File: config.mk
export PLATFORM = sky130hd
export DESIGN_NAME = rr_interval_counter_arbiter
export DESIGN_NICKNAME = d
export VERILOG_FILES = /design/src/rtl/rr_interval_counter_arbiter_pkg.sv /design/src/rtl/rr_interval_counter_arbiter_rr_arb_core.sv /design/src/rtl/rr_interval_counter_arbiter.sv
export SDC_FILE = /design/constraint.sdc
export NUM_CORES = 1
export LEC_CHECK = 0
export ABC_CLOCK_PERIOD_IN_PS = 3900
export BUFFER_PORTS_ARGS = -buffer_cell sky130_fd_sc_hd__buf_2
export CAP_MARGIN = 20
export CELL_PAD_IN_SITES_DETAIL_PLACEMENT = 1
export CELL_PAD_IN_SITES_GLOBAL_PLACEMENT = 2
export CORE_UTILIZATION = 30
export DETAILED_ROUTE_END_ITERATION = 8
export GPL_TIMING_DRIVEN = 0
export PLACE_DENSITY = 0.9
export SLEW_MARGIN = 20
export SYNTH_ARGS = -nofsm -noshare
export SYNTH_HDL_FRONTEND = slang
export SYNTH_SLANG_ARGS = --single-unit
export TNS_END_PERCENT = 50
File: constraint.sdc
create_clock -name clk -period 3.9 [get_ports clk]
set_clock_uncertainty 0.05 [all_clocks]
set_input_delay 0.195 -clock clk [delete_from_list [all_inputs] [get_ports clk]]
set_output_delay 0.195 -clock clk [all_outputs]
set_load 0.005 [all_outputs]
File: src/rtl/rr_interval_counter_arbiter_pkg.sv
`default_nettype none
// +----------------------------------------------------------------------+
// | rr_interval_counter_arbiter_pkg                                      |
// | FSM encoding, defaults and round-robin search for the interval arb.  |
// | Revision: 1.0                                                        |
// +----------------------------------------------------------------------+
package rr_interval_counter_arbiter_pkg;

  localparam int C_DEFAULT_N = 4;
  localparam int C_DEFAULT_W = 2;
  localparam int C_MAX_N     = 8;

  typedef enum logic [1:0] {
    ST_IDLE = 2'd0,
    ST_RUN  = 2'd1,
    ST_DONE = 2'd2
  } state_t;

  // First requester at or above ptr, wrapping modulo n; returns 1 if any found.
  function automatic logic rr_search(
    input  logic [C_MAX_N-1:0] req_vec,
    input  int                 n,
    input  int                 ptr,
    output int                 idx
  );
    logic found;
    int   cand;
    found = 1'b0;
    idx   = 0;
    for (int k = 0; k < C_MAX_N; k++) begin
      cand = (ptr + k) % n;
      if (k < n && !found && req_vec[cand[2:0]]) begin
        found = 1'b1;
        idx   = cand;
      end
    end
    return found;
  endfunction

endpackage
`default_nettype wire

File: src/rtl/rr_interval_counter_arbiter_rr_arb_core.sv
`default_nettype none
// +----------------------------------------------------------------------+
// | rr_arb_core                                                          |
// | Combinational round-robin pick of one requester from a pointer.      |
// | Revision: 1.0                                                        |
// +----------------------------------------------------------------------+
module rr_arb_core
  import rr_interval_counter_arbiter_pkg::*;
#(
  parameter int N = C_DEFAULT_N
) (
  input  logic [N-1:0]         req,
  input  logic [$clog2(N)-1:0] ptr,
  output logic [$clog2(N)-1:0] winner,
  output logic                 valid
);

  localparam int PW = $clog2(N);

  logic [C_MAX_N-1:0] w_req_ext;
  int                 w_idx;
  logic               w_found;

  always_comb begin
    w_req_ext         = '0;
    w_req_ext[N-1:0]  = req;
    w_found           = rr_search(w_req_ext, N, int'(ptr), w_idx);
  end

  assign winner = PW'(w_idx);
  assign valid  = w_found;

endmodule
`default_nettype wire

File: src/rtl/rr_interval_counter_arbiter.sv
`default_nettype none
// +----------------------------------------------------------------------+
// | rr_interval_counter_arbiter                                          |
// | Round-robin sharing of one W-bit interval counter among N requesters.|
// | Revision: 1.0                                                        |
// +----------------------------------------------------------------------+
module rr_interval_counter_arbiter
  import rr_interval_counter_arbiter_pkg::*;
#(
  parameter int N = C_DEFAULT_N,
  parameter int W = C_DEFAULT_W
) (
  input  logic           clk,
  input  logic           reset,
  input  logic [N-1:0]   req,
  input  logic [N*W-1:0] len,
  output logic [N-1:0]   grant,
  output logic [N-1:0]   done,
  output logic           busy,
  output logic [W-1:0]   count_out
);

  localparam int PW = $clog2(N);

  state_t          r_state, w_state_nxt;
  logic [PW-1:0]   r_owner, w_owner_nxt;
  logic [PW-1:0]   r_ptr,   w_ptr_nxt;
  logic [W-1:0]    r_target, w_target_nxt;
  logic [W-1:0]    r_count,  w_count_nxt;
  logic [PW-1:0]   w_winner;
  logic            w_valid;
  logic [PW-1:0]   w_owner_inc;
  logic [N-1:0]    w_owner_hot;

  rr_arb_core #(
    .N (N)
  ) u_rr_arb_core (
    .req    (req),
    .ptr    (r_ptr),
    .winner (w_winner),
    .valid  (w_valid)
  );

  assign w_owner_inc = (r_owner == PW'(N - 1)) ? '0 : r_owner + PW'(1);
  assign w_owner_hot = N'(1) << r_owner;

  always_ff @(posedge clk or negedge reset) begin
    if (!reset) begin
      r_state  <= ST_IDLE;
      r_owner  <= '0;
      r_ptr    <= '0;
      r_target <= '0;
      r_count  <= '0;
    end else begin
      r_state  <= w_state_nxt;
      r_owner  <= w_owner_nxt;
      r_ptr    <= w_ptr_nxt;
      r_target <= w_target_nxt;
      r_count  <= w_count_nxt;
    end
  end

  always_comb begin
    w_state_nxt  = r_state;
    w_owner_nxt  = r_owner;
    w_ptr_nxt    = r_ptr;
    w_target_nxt = r_target;
    w_count_nxt  = r_count;
    case (r_state)
      ST_IDLE: begin
        if (w_valid) begin
          w_state_nxt  = ST_RUN;
          w_owner_nxt  = w_winner;
          w_target_nxt = len[w_winner*W +: W];
          w_count_nxt  = '0;
        end
      end
      ST_RUN: begin
        // Abandon is tested first so it overrides a coincident terminal count.
        if (!req[r_owner]) begin
          w_state_nxt = ST_IDLE;
          w_count_nxt = '0;
          w_ptr_nxt   = w_owner_inc;
        end else if (r_count == r_target) begin
          w_state_nxt = ST_DONE;
          w_count_nxt = '0;
          w_ptr_nxt   = w_owner_inc;
        end else begin
          w_count_nxt = r_count + W'(1);
        end
      end
      ST_DONE: begin
        w_state_nxt = ST_IDLE;
      end
      default: begin
        w_state_nxt = ST_IDLE;
      end
    endcase
  end

  assign grant     = (r_state == ST_RUN)  ? w_owner_hot : '0;
  assign done      = (r_state == ST_DONE) ? w_owner_hot : '0;
  assign busy      = (r_state != ST_IDLE);
  assign count_out = r_count;

endmodule
`default_nettype wire

======== Word-level counts from Yosys, hierarchy flattened ========
Cells that the tools add are included.
word-level totals
  register bits after elaboration ......... 10
  input bits .............................. 14
  output and inout port bits .............. 11
  word-level logic and storage cells ...... 74
cells by class
  add/subtract/negate cells ............... 5
  magnitude comparators ................... 5
  equality and inequality tests ........... 7
  shifts and indexed selects .............. 2
  multiplexer cells ....................... 31
  bitwise logic cells ..................... 3
  reductions and logical operators ........ 16
operator list
  cell                                                        count
  two-way mux 2 bit                                           13
  less-than comparator 3 x 4 -> 1 bit, second input constant  3
  binary-select mux 1 bit (select 3 bit)                      3
  two-way mux 1 bit                                           9
  two-way mux 4 bit                                           2
  case mux 2 bit (2 select lines)                             2
  AND reduction 2 bit                                         4
  indexed part select 8 x 4 -> 2 bit                          1
  adder 2 x 1 -> 2 bit, second input constant                 3
  OR reduction 2 bit                                          3
  adder 2 bit, second input constant                          2
  binary-select mux 1 bit (select 2 bit)                      2
  == test 2 bit, second input constant                        2
  less-than comparator 2 x 4 -> 1 bit, second input constant  1
  != test 2 x 1 -> 1 bit, second input constant               2
  nonzero test 2 bit                                          2
  << shifter 1 x 2 -> 4 bit, first input constant             1
  AND 1 bit, first input constant                             3
  logical AND 1 bit                                           3
  logical NOT 1 bit                                           3
  less-than comparator 2 x 3 -> 1 bit, second input constant  1
  != test 3 bit, second input constant                        1
  == test 2 x 1 -> 1 bit, second input constant               1
  == test 2 bit                                               1
  logical NOT 2 bit                                           1

======== Logic depth before layout (Yosys ltp) ========
  word-level depth ........................ 15
  depth in mapped cells ................... 5
  depth with buffers taken out ............ 5

======== Cells and area by module ========
From an unflattened synthesis, not the netlist that was laid out.
unflattened totals
  cell total of the unflattened synthesis .. 71
  area total of the unflattened synthesis .. 689.4 um2
modules (own cells, without submodules)
  module                       times used  cells each  area an instance (um2)  seq. area each (um2)
  rr_interval_counter_arbiter  1           56          611.8                   250.2
  rr_arb_core                  1           15          77.6                    0.0

======== Least setup slack after synthesis ========
No wires, ideal clock.
  path kind ............................... register to register
  start point ............................. register r_owner[1]
  end point ............................... register r_ptr[1]
  setup time .............................. 0.125 ns
  arrival ................................. 1.382 ns
  data required time ...................... 3.725 ns
  path slack .............................. 2.343 ns
  cell stages (with the launch flop) ...... 5
  buffers on the path ..................... 0
  clock period less this slack ............ 1.557 ns
  cell sequence ........................... dfrtp_1 -> mux4_2 -> o21ai_2 -> nand2_2 -> mux2_4
on the way
  longest elaborated chain between the ends .. 4
  elaborated cells on any way between the ends .. 9
  those cells by class .................... add/sub: 1; eq/ne: 2; mux: 5; reduce/logical: 1
RTL lines
  what                                                         line                                                                  source
  from (decl)                                                  rr_interval_counter_arbiter.sv:26                                     logic [PW-1:0] r_owner, w_owner_nxt;
  from (signal assigned)                                       rr_interval_counter_arbiter.sv:56                                     r_owner <= w_owner_nxt;
  adder 2 x 1 -> 2 bit, or another cell as far along           rr_interval_counter_arbiter.sv:44                                     assign w_owner_inc = (r_owner == PW'(N - 1)) ? '0 : r_owner + PW'(1);
  two-way mux 2 bit or two-way mux 1 bit (tied branches)       rr_interval_counter_arbiter.sv:44, rr_interval_counter_arbiter.sv:80
  two-way mux 2 bit or != test 2 x 1 -> 1 bit (tied branches)  --
  two-way mux 2 bit or AND reduction 2 bit (tied branches)     --
  to (signal assigned)                                         rr_interval_counter_arbiter.sv:57                                     r_ptr <= w_ptr_nxt;
  to (decl)                                                    rr_interval_counter_arbiter.sv:27                                     logic [PW-1:0] r_ptr, w_ptr_nxt;
Several ways; a longest one is shown, not always the timed one. The select of a mux whose other input is x is not followed.
A chain may end at the register's enable or synchronous reset.

======== Worst setup path after layout ========
  start point ............................. register r_owner[1]
  end point ............................... register r_count[1] (netlist: count_out[1])
on the way
  longest elaborated chain between the ends .. 4
RTL lines
  what                                     line                               source
  binary-select mux 1 bit (select 2 bit)   rr_interval_counter_arbiter.sv:80  if (!req[r_owner]) begin
  two-way mux 1 bit (not written as such)  rr_interval_counter_arbiter.sv:80
  two-way mux 2 bit                        rr_interval_counter_arbiter.sv:80
  case mux 2 bit (2 select lines)          rr_interval_counter_arbiter.sv:69  case (r_state)
  to (signal assigned)                     rr_interval_counter_arbiter.sv:59  r_count <= w_count_nxt;
  to (decl)                                rr_interval_counter_arbiter.sv:29  logic [W-1:0] r_count, w_count_nxt;
Every way passes these cells. The select of a mux whose other input is x is not followed.

==> flow_summary.toml <==
[cts]
clock_sinks = 10
postCtsSetupBuffers = 0
root_buffer = "clkbuf_4"
cts_buffer_depth = 2
clock_latency_ns = 0.26
cts_tree = "yes"
cts_made_buffers = 3
cts_max_level = 1
path_clk_slew_ns = 0.07

[setup_path]
r2r_start = "r_owner[1]"
max_stage_delay_ns = 0.57
critPathLaunch = "r_owner[1]"
startpoint_type = "flop"
cp.arrival_ns = 1.76
path_class = "reg -> reg"
required_ns = 3.98
worstPathMaxFanout = 5
slowest_stage = "mux4_2"
cp_common_cell = "o21ai_1"
crit_chain = "mux4_2 -> o211ai_1 -> nor2_1 -> o21ai_1 -> o21ai_1"
end_kind = "flop"

[power]
max-vdd-ir-drop_mv = 0.291
p_leak_nw = 0.488
power_mw = 0.655
pwr_density_cell_nw_per_um2 = 722

[sta]
finalCritPeriodShare_pct = 43.1
worstMarginPinSlew_ns = 0.325
slew_violations = 0
relSlewSlack_pct = 78.2
tns_ns = 0
fmax_ghz = 0.594
finalCriticalPeriod_ns = 1.68
timing_hold_violations_final = 0
rsz0062_at_grt = "no"
setup_violations = 0

[grt]
grt_pass1_vias = 655
overflow = 0
grtUsageTotal_pct = 14.9
antenna_found_initial = 0
grt_pass1_wl_um = 2880
grt_max_degree = 11

[run_status]
status = "finished clean"

[yosys]
syn_inst = 74
ys_warn_count = 0
synth_nets = 92
synth_cell_types = 28
netlist_area_sq_um = 706
synth_area_per_cell_sq_um = 9.54
ys_seq_elements = 10
seq_area_frac_synth_pct = 35.5

[flow_run]
max-cap-violations = 0

[final_layout]
most-common-layout-cells = "buf_2 (24), dfrtp_1 (10), and2_1 (8), nand2_1 (8)"
area_growth_pct = 28.5
num_antenna_cells = 0
num-nets-final = 122
fillers = 283
layout_commonest_cell = "buf_2"
drive_gt1_share_pct = 33.0

[route]
dr.pass1.iters = 3
drt_iter0_drc = 4
ant_nets = 0
wl_per_cell_um = 12.8
drc_errors = 0
vias = 640
routed_wl_um = 1670
vias_per_cell = 4.89

[die]
ios = 25
initial_core_util_pct = 31.9
dieArea_sq_um = 2550
rows = 17
die_h_um = 50.5
core_sq_um = 2210
chipWidth_um = 50.5

[placement]
io_buffers = 24
post-dp-hpwl_um = 1340
gp_congestion = 0.790

[worst_hold_path]
hold_class = "in -> reg"
worstHoldStart = "len[3]"
## cell type report
| type | instances | area (sq um) | area share (%) |
|---|---|---|---|
| multi-input combinational | 61 | 444 | 49.0 |
| sequential | 10 | 250 | 27.6 |
| timing repair buffer | 25 | 130 | 14.3 |
| clock buffer | 4 | 36.3 | 4.00 |
| tap | 28 | 35.0 | 3.86 |
| inverter | 3 | 11.3 | 1.24 |
## final timing paths
check                               endpoint  slack, ns  cells past startpoint
worst max-delay path            count_out[1]       2.22                      5
max in group asynchronous       count_out[1]       3.33                      2
worst min register to register   r_target[1]       0.48                      2
worst max register to register  count_out[1]       2.22                      5
min in group asynchronous        r_target[1]       0.27                      2
worst min-delay path             r_target[1]       0.20                      3
## stage by stage
step                setup slack [ns]  utilization [%]  instance area, sq um  hold slack [ns]  std cells
floorplan                       2.34                -                   706           -0.151         74
global placement                2.24             38.9                   861           0.0126        126
detailed placement              2.22             38.9                   861           0.0198        126
CTS                             2.21             41.0                   907            0.202        131
global route                    2.13             41.0                   907            0.215        131
finish                          2.22             41.0                   907            0.202        131
## synthesized netlist by cell type, drive strengths merged
cell / instances / area [sq um]
o21ai: 5 / 28.8
xor2: 2 / 17.5
and2: 8 / 50.1
and3: 1 / 6.26
or2: 2 / 12.5
nor2b: 4 / 25.0
o221ai: 3 / 32.5
mux2: 1 / 15.0
mux2i: 4 / 40.0
nand2b: 2 / 12.5
o31ai: 1 / 7.51
a21o: 3 / 22.5
nor2: 4 / 15.0
a21oi: 1 / 5.00
mux4: 1 / 22.5
nand2: 9 / 36.3
o211ai: 2 / 15.0
o22ai: 1 / 6.26
dfrtp: 10 / 250
a21boi: 1 / 7.51
ha: 4 / 50.1
inv: 3 / 11.3
and2b: 2 / 16.3
## sequential cells by signal, summed over array words and instances (netlist names)
name,flops
count_out,2
r_target,2
r_ptr,2
r_state,2
r_owner,2
## critical path, delay by kind of cell, from the launching register on
family,cells,cell delay [ns]
AOI/OAI and AO/OA,3,0.40
muxes,1,0.57
and+or+nand+nor,1,0.10
DFF,1,0.44
## layer usage
metal / vias up / wire length [um] / GRT usage [%]
met4: 0 / 10 / 4.17
li1: 318 / - / -
met1: 299 / 748 / 18.1
met3: 2 / 79 / 1.82
met2: 21 / 832 / 27.1
met5: - / 0 / 0
## what timing repair did
| item | CTS | global route |
|---|---|---|
| hold endpoints to repair | 10 | 0 |
| hold buffers | 1 | 0 |
| resized for setup | 0 | 0 |
## report_power, final
group,leakage (nW),total (mW),switching (mW),internal (mW)
logic,0.342,0.357,0.183,0.174
registers,0.126,0.207,0.0530,0.154
clock network,0.0210,0.0916,0.0350,0.0565
total,0.488,0.655,0.271,0.384
## cell families (layout without fill, tap and decap cells)
family,Yosys count,in the layout,synth area share [%]
AO/OA/AOI/OAI,17,17,17.7
XOR/XNOR,2,2,2.48
adder cells (fa/ha/maj),4,4,7.09
buffers and inverters,3,32,1.60
flip-flops,10,10,35.5
multiplexers,6,6,11.0
AND/OR/NAND/NOR,32,32,24.6
Power figures use the tool's default switching activity.
